<file path="config.mk">
export PLATFORM = sky130hd
export DESIGN_NAME = video_readback
export DESIGN_NICKNAME = d
export VERILOG_FILES = /design/src/rtl/video_readback.sv
export SDC_FILE = /design/constraint.sdc
export NUM_CORES = 1
export LEC_CHECK = 0
export ABC_AREA = 1
export CAP_MARGIN = 20
export CORE_AREA = 2 2 218 220
export DETAILED_ROUTE_END_ITERATION = 12
export DIE_AREA = 0 0 220 222
export GPL_TIMING_DRIVEN = 0
export SYNTH_ARGS = -nofsm -noshare
export SYNTH_HDL_FRONTEND = slang
export SYNTH_SLANG_ARGS = --single-unit
</file>
<file path="constraint.sdc">
create_clock -name core_clk -period 23.3 [get_ports core_clk]
set_input_delay 4.66 -clock core_clk [delete_from_list [all_inputs] [get_ports core_clk]]
set_output_delay 4.66 -clock core_clk [all_outputs]
set_load 0.02 [all_outputs]
</file>
<file path="src/rtl/video_readback.sv">
// video_readback: AXI read master that fetches a video frame back out of DDR3 in
// fixed 16-beat bursts and writes every beat into a downstream line buffer.
// Latency: one cycle from each accepted AXI read beat to buf_wr_en/buf_wr_data.
// Backpressure: a burst is only requested once buf_space >= 16; R is never stalled.
//
// Ports:
//   core_clk, ddr_rst       clock (rising edge) and asynchronous active-high reset
//   ddr_init_done, rd_en    calibration-done gate and level enable for readback
//   frame_start             one-cycle pulse, restart the frame at AXI_RADDR_BASE
//   buf_space               free words in the downstream buffer
//   axi_ar*, axi_r*         AXI read address / read data channels
//   buf_wr_en, buf_wr_data  registered write port into the downstream buffer
//   frame_done              one-cycle pulse with the last buffer write of a frame
//   rd_err                  sticky burst-length error
//
// Optional: define VIDEO_READBACK_LEN_CHECK_EN to enable the burst-length checker;
// without it rd_err is tied low.

module video_readback #(
    parameter int                         CTRL_ADDR_WIDTH = 28,
    parameter int                         MEM_DQ_WIDTH    = 32,
    parameter logic [CTRL_ADDR_WIDTH-1:0] AXI_RADDR_BASE  = '0,
    parameter logic [CTRL_ADDR_WIDTH-1:0] BURST_ADDR_STEP = CTRL_ADDR_WIDTH'(128),
    parameter logic [15:0]                FRAME_BURSTS    = 16'd4096,
    parameter int                         BUF_DEPTH_AW    = 10
) (
    input  logic                         core_clk,
    input  logic                         ddr_rst,
    input  logic                         ddr_init_done,
    input  logic                         rd_en,
    input  logic                         frame_start,
    input  logic [BUF_DEPTH_AW-1:0]      buf_space,
    output logic [CTRL_ADDR_WIDTH-1:0]   axi_araddr,
    output logic [3:0]                   axi_arlen,
    output logic                         axi_arvalid,
    input  logic                         axi_arready,
    input  logic [MEM_DQ_WIDTH*8-1:0]    axi_rdata,
    input  logic                         axi_rvalid,
    input  logic                         axi_rlast,
    output logic                         buf_wr_en,
    output logic [MEM_DQ_WIDTH*8-1:0]    buf_wr_data,
    output logic                         frame_done,
    output logic                         rd_err
);

    localparam int DW = MEM_DQ_WIDTH * 8;

    typedef enum logic [3:0] {
        S_IDLE       = 4'b0001,
        S_WAIT_SPACE = 4'b0010,
        S_READ_ADDR  = 4'b0100,
        S_READ_DATA  = 4'b1000
    } state_t;

    state_t                       r_state;
    state_t                       w_next;
    logic [15:0]                  r_idx;
    logic                         r_pending;
    logic                         r_buf_wr_en;
    logic [DW-1:0]                r_buf_wr_data;
    logic                         r_frame_done;
    logic                         w_arvalid;
    logic                         w_beat;
    logic                         w_burst_done;
    logic                         w_last_burst;
    logic                         w_space_ok;
    logic                         w_in_read;
    logic [CTRL_ADDR_WIDTH-1:0]   w_araddr;

    assign w_beat       = (r_state == S_READ_DATA) && axi_rvalid;
    assign w_burst_done = w_beat && axi_rlast;
    assign w_last_burst = (r_idx == FRAME_BURSTS - 16'd1);
    assign w_space_ok   = (buf_space >= BUF_DEPTH_AW'(16));
    assign w_in_read    = (r_state == S_READ_ADDR) || (r_state == S_READ_DATA);
    // Wraps modulo 2^CTRL_ADDR_WIDTH by construction of the operand widths.
    assign w_araddr     = AXI_RADDR_BASE + CTRL_ADDR_WIDTH'(r_idx) * BURST_ADDR_STEP;

    always_ff @(posedge core_clk or posedge ddr_rst) begin
        if (ddr_rst) begin
            r_state <= S_IDLE;
        end else begin
            r_state <= w_next;
        end
    end

    always_comb begin
        w_next    = r_state;
        w_arvalid = 1'b0;
        case (r_state)
            S_IDLE: begin
                if (ddr_init_done && rd_en) w_next = S_WAIT_SPACE;
            end
            S_WAIT_SPACE: begin
                if (!rd_en)                           w_next = S_IDLE;
                else if (ddr_init_done && w_space_ok) w_next = S_READ_ADDR;
            end
            S_READ_ADDR: begin
                w_arvalid = 1'b1;
                if (axi_arready) w_next = S_READ_DATA;
            end
            S_READ_DATA: begin
                // rd_en is deliberately ignored here: a burst always runs to rlast.
                if (w_burst_done) w_next = S_WAIT_SPACE;
            end
            default: w_next = S_IDLE;
        endcase
    end

    // Burst index and deferred restart. A restart requested while a burst is
    // outstanding is held in r_pending and applied when that burst completes.
    always_ff @(posedge core_clk or posedge ddr_rst) begin
        if (ddr_rst) begin
            r_idx     <= '0;
            r_pending <= 1'b0;
        end else if (w_burst_done) begin
            r_pending <= 1'b0;
            if (r_pending || frame_start || w_last_burst) r_idx <= '0;
            else                                          r_idx <= r_idx + 16'd1;
        end else if (frame_start) begin
            if (w_in_read) r_pending <= 1'b1;
            else           r_idx     <= '0;
        end
    end

    // frame_done is registered alongside the last buffer write so they coincide;
    // any restart (pending or same-cycle) suppresses it.
    always_ff @(posedge core_clk or posedge ddr_rst) begin
        if (ddr_rst) begin
            r_buf_wr_en   <= 1'b0;
            r_buf_wr_data <= '0;
            r_frame_done  <= 1'b0;
        end else begin
            r_buf_wr_en  <= w_beat;
            r_frame_done <= w_burst_done && w_last_burst && !r_pending && !frame_start;
            if (w_beat) r_buf_wr_data <= axi_rdata;
        end
    end

    assign axi_arvalid = w_arvalid;
    assign axi_arlen   = w_arvalid ? 4'hf : 4'h0;
    assign axi_araddr  = w_arvalid ? w_araddr : '0;
    assign buf_wr_en   = r_buf_wr_en;
    assign buf_wr_data = r_buf_wr_data;
    assign frame_done  = r_frame_done;

`ifdef VIDEO_READBACK_LEN_CHECK_EN
    // r_beat_cnt holds the number of beats already received in this burst, so
    // the current beat is the 16th exactly when it reads 15.
    logic [4:0] r_beat_cnt;
    logic       r_rd_err;

    always_ff @(posedge core_clk or posedge ddr_rst) begin
        if (ddr_rst) begin
            r_beat_cnt <= '0;
            r_rd_err   <= 1'b0;
        end else if (w_beat) begin
            if (axi_rlast) begin
                r_beat_cnt <= '0;
                if (r_beat_cnt != 5'd15) r_rd_err <= 1'b1;
            end else begin
                if (r_beat_cnt == 5'd15) r_rd_err <= 1'b1;
                r_beat_cnt <= r_beat_cnt + 5'd1;
            end
        end
    end

    assign rd_err = r_rd_err;
`else
    assign rd_err = 1'b0;
`endif

endmodule

</file>
# Word-level counts from Yosys, hierarchy flattened
# Cells that the tools add are included.
# totals
reg_bits,279
out_inout_bits,292
wordCells,51
# op_classes
add_sub_neg,1
magnitude_cmp,1
n_eq_ne,10
muxes,16
reduce_logical,17
# ops
operator,n
$mux 16,4
$mux 4,6
$mux 23,1
$add 16x1->16 const B,1
$eq 16x12->1 const B,1
$pmux 4 s4,1
$ge 10x5->1 const B,1
$ne 2x2->1 const B,4
$logic_and 1x1->1,7
$eq 4x1->1 const B,1
$eq 4x2->1 const B,1
$eq 4x3->1 const B,1
$eq 4x4->1 const B,1
$mux 1,4
$reduce_and 2->1,2
$reduce_and 4->1,1
$reduce_bool 2->1,2
$logic_or 1x1->1,3
$ne 3x3->1 const B,1
$logic_not 1->1,2

# Longest topological paths before layout
# depth
word_depth,6
ltp_mapped,9
depth_no_buf,8

# Worst setup path after synthesis
# Ideal clock, no wire load.
# synth_path
path_type,register -> output
startpoint,register r_state[1]
endpoint,output axi_araddr[12]
t_arrival_ps,1181
required_time_ps,18640
setup_slack_ps,17459
stages_incl_launch_ff,5
cell_sequence,dfrtp_1 -> nor2_4 -> nand3_2 -> clkbuf_1 -> nor2_1
# synth_via
elab_chain_len,3
# synth_lines
item,line,source
"start, declared",55,state_t r_state;
"start signal, assigned",82,r_state <= w_next;
$eq 4x3->1,89,case (r_state)
$mux 1,89,
$mux 23,141,assign axi_araddr = w_arvalid ? w_araddr : '0;
"end, declared",33,"output logic [CTRL_ADDR_WIDTH-1:0] axi_araddr,"
# No other way between the ends.

# Final worst setup path
# layout_path
startpoint,register r_state[1]
endpoint,output axi_araddr[19]
# The elaborated chain is that of the path after synthesis.

==> flow_metrics.tcl <==
set metrics [dict create \
    grt_pass1_vias 10700 \
    io_buffers 548 \
    fin_ws_ns 16.18 \
    slowest_stage "clkdlybuf4s50_1" \
    root_buffer "clkbuf_16" \
    dp_hpwl_um 30800 \
    min_path_type "reg2reg" \
    worstSetupEndpoint "axi_araddr[19]" \
    final_cell_mix "nand2_1 (828), clkdlybuf4s50_1 (548), dfrtp_1 (278)" \
    dominantRegCellSynth "dfrtp_1" \
    ir_drop_mv 0.0447 \
    tightest_slew_ns 0.619 \
    avgSynthCellArea_um2 8.56 \
    fin_crit_sh 0.306 \
    netlist_top_cells_area "dfrtp_1 (62%), nand2_1 (28%), buf_4 (2.1%)" \
    grt_setup_unrepaired "no" \
    critPathMaxFanout 10 \
    via_per_inst 4.09 \
    layout_min_cycle_time_ns 7.12 \
    vias 10400 \
    post_cts_buffers 0 \
    synthArstFlopShare 1.00 \
    r2r-start "r_state[1]" \
    numCtsBuffers 31 \
    worst_ep_required_time_ns 18.64 \
    reg2reg_slack_ns 21.48 \
    status "finished clean" \
    power.switching_uw 553 \
    clockBufferDepth 3 \
    cts_tree "yes" \
    fmax_mhz 140 \
    ioPinCount 566 \
    ant_nets 0 \
    synthCells 1316 \
    clk_latency_ns 0.57 \
    m1WireLength_um 15600 \
    maxSlewHeadroom 0.587 \
    pwr-share-seq 0.384 \
    grt_max_degree 110 \
    r2r-end "buf_wr_data[185]" \
    min-delay-start "buf_wr_data[97]" \
    comb_power_share 0.324 \
    syn_to_final_growth_pct 65.7 \
    track_usage 0.159 \
    grt_antenna_before_repair 1 \
    hold_violations 0 \
    final_common_cell "nand2_1" \
    routabilityCongestion 0.837 \
    slowest_delay_ns 0.66 \
    synth_area_leader_cell "dfrtp_1" \
    wl_um 40000 \
    reg2reg_depth 7 \
    worstSetupPathType "reg2out" \
    die_w_um 220 \
    route.met3.wl_um 3620 \
    start_util 0.243 \
    holdBufCountCts 0 \
    power.leakage_nw 9.09 \
    num_rows 79 \
    synth_cell_types 24 \
    nNetsFinal 2186 \
    dp_slack_ns 16.71 \
    drtPass1Iterations 5 \
    drv_slew 0 \
    p_per_area_mw_per_mm2 92.5 \
    drc 0 \
    dieArea_mm2 0.0488 \
    synth_seq_cells 279 \
    p_sw_frac 0.321 \
    synth-warning-count 0 \
    critPathLaunch "r_state[1]" \
    syn_area_mm2 0.0113 \
    skew_ns 0.00791 \
    wl_met2_um 19900 \
    cts_sinks 279 \
    intPower_mw 1.17 \
    ys_seq_area_frac 0.620 \
    crit_chain "nor2_4 -> nand3_2 -> clkbuf_1 -> nor2_1 -> clkdlybuf4s50_1" \
    startpoint_type "register" \
    cts-htree-levels 1 \
    top_layer_used "met4" \
    core-area_mm2 0.0463 \
    cp.arrival_ns 2.46 \
    grt_pass1_wl_um 61100 \
    die_y_um 222 \
    cp-end-kind "output pin" \
    final.setup.tns_ns 0 \
    yosys.area.top_type_share 0.618 \
    grt_overflow 0 \
    drtIter0Drc 534 \
    cts_resized 0 \
    finalCoreUtilization 0.403 \
    setup_viol 0 \
    synth_edf_count 0 \
    maxCapViolCount 0 \
    drive_above_1_share 0.0739 \
    post_drt_wl_per_cell_um 15.7 \
    clkPwrFrac 0.292 \
    path_clk_slew_ns 0.06 \
    fin_total_pwr_mw 1.73 \
]
-- Yosys cell counts (all sizes together) (3+ instances only) --
cell and n:
xor2 9, dfrtp 278, clkbuf 3, nor3 4, buf 73, nand4 6, nand3 17, o21ai 15
inv 34, nand2 828, nor2 44
-- layout make-up --
type	count	area [um^2]
Clock inverter	10	133
Antenna cell	1	2.50
Tap cell	607	759
Clock buffer	46	912
Inverter	34	135
Multi-Input combinational cell	939	3720
Timing Repair Buffer	550	5540
Sequential cell	279	6980
Fill cell	4697	27600
Buffer	76	479
-- critical path, delay by kind of cell (launching register included) --
family        cells  cell delay (ns)
flops             1             0.42
buf+inv           2             0.95
simple gates      3             0.52
-- through the flow --
stage / area [um^2] / instances / hold slack, ns
global placement: 17600 / 2483 / 0.454
CTS: 18700 / 2541 / 0.472
detailed placement: 17600 / 2485 / 0.457
global route: 18700 / 2541 / 0.490
floorplan: 11300 / 1328 / 0.470
finish: 18700 / 2542 / 0.468
-- cell families after synthesis --
group                      share of synthesized area
other                                       0.000333
adders and majority gates                    0.00111
AOI/OAI and AO/OA                            0.00900
xor gates and xnor gates                     0.00700
and+or+nand+nor                                0.309
DFF                                            0.620
buffers and inverters                         0.0539
-- worst min-delay path by stage --
stage	to	cells past startpoint
2_1_floorplan	r_idx[12]	2
3_3_place_gp	buf_wr_data[241]	2
3_5_place_dp	buf_wr_data[90]	2
4_1_cts	buf_wr_data[90]	2
5_1_grt	buf_wr_data[5]	2
6_report	buf_wr_data[97]	2
-- sequential cells by signal, indices dropped and copies added, names as in the netlist --
signal,cells
r_state,4
r_pending,1
frame_done,1
r_idx,16
buf_wr_data,256
buf_wr_en,1
-- power by group through the flow --
stage / Clock (mW) / Sequential, mW / Combinational (mW)
after floorplan: 0 / 0.804 / 0.103
after global routing: 0.543 / 0.676 / 0.602
after CTS: 0.523 / 0.662 / 0.568
final: 0.504 / 0.662 / 0.560
after global placement: 0 / 0.666 / 0.562
after detailed placement: 0 / 0.669 / 0.567
-- routing by layer --
metal  up-vias  GRT usage
li1       5134          -
met1      4831      0.184
met2       361      0.281
met3        59     0.0506
met4         0     0.0405
met5         -          0
Note: power is estimated with default switching activity, not from simulation.
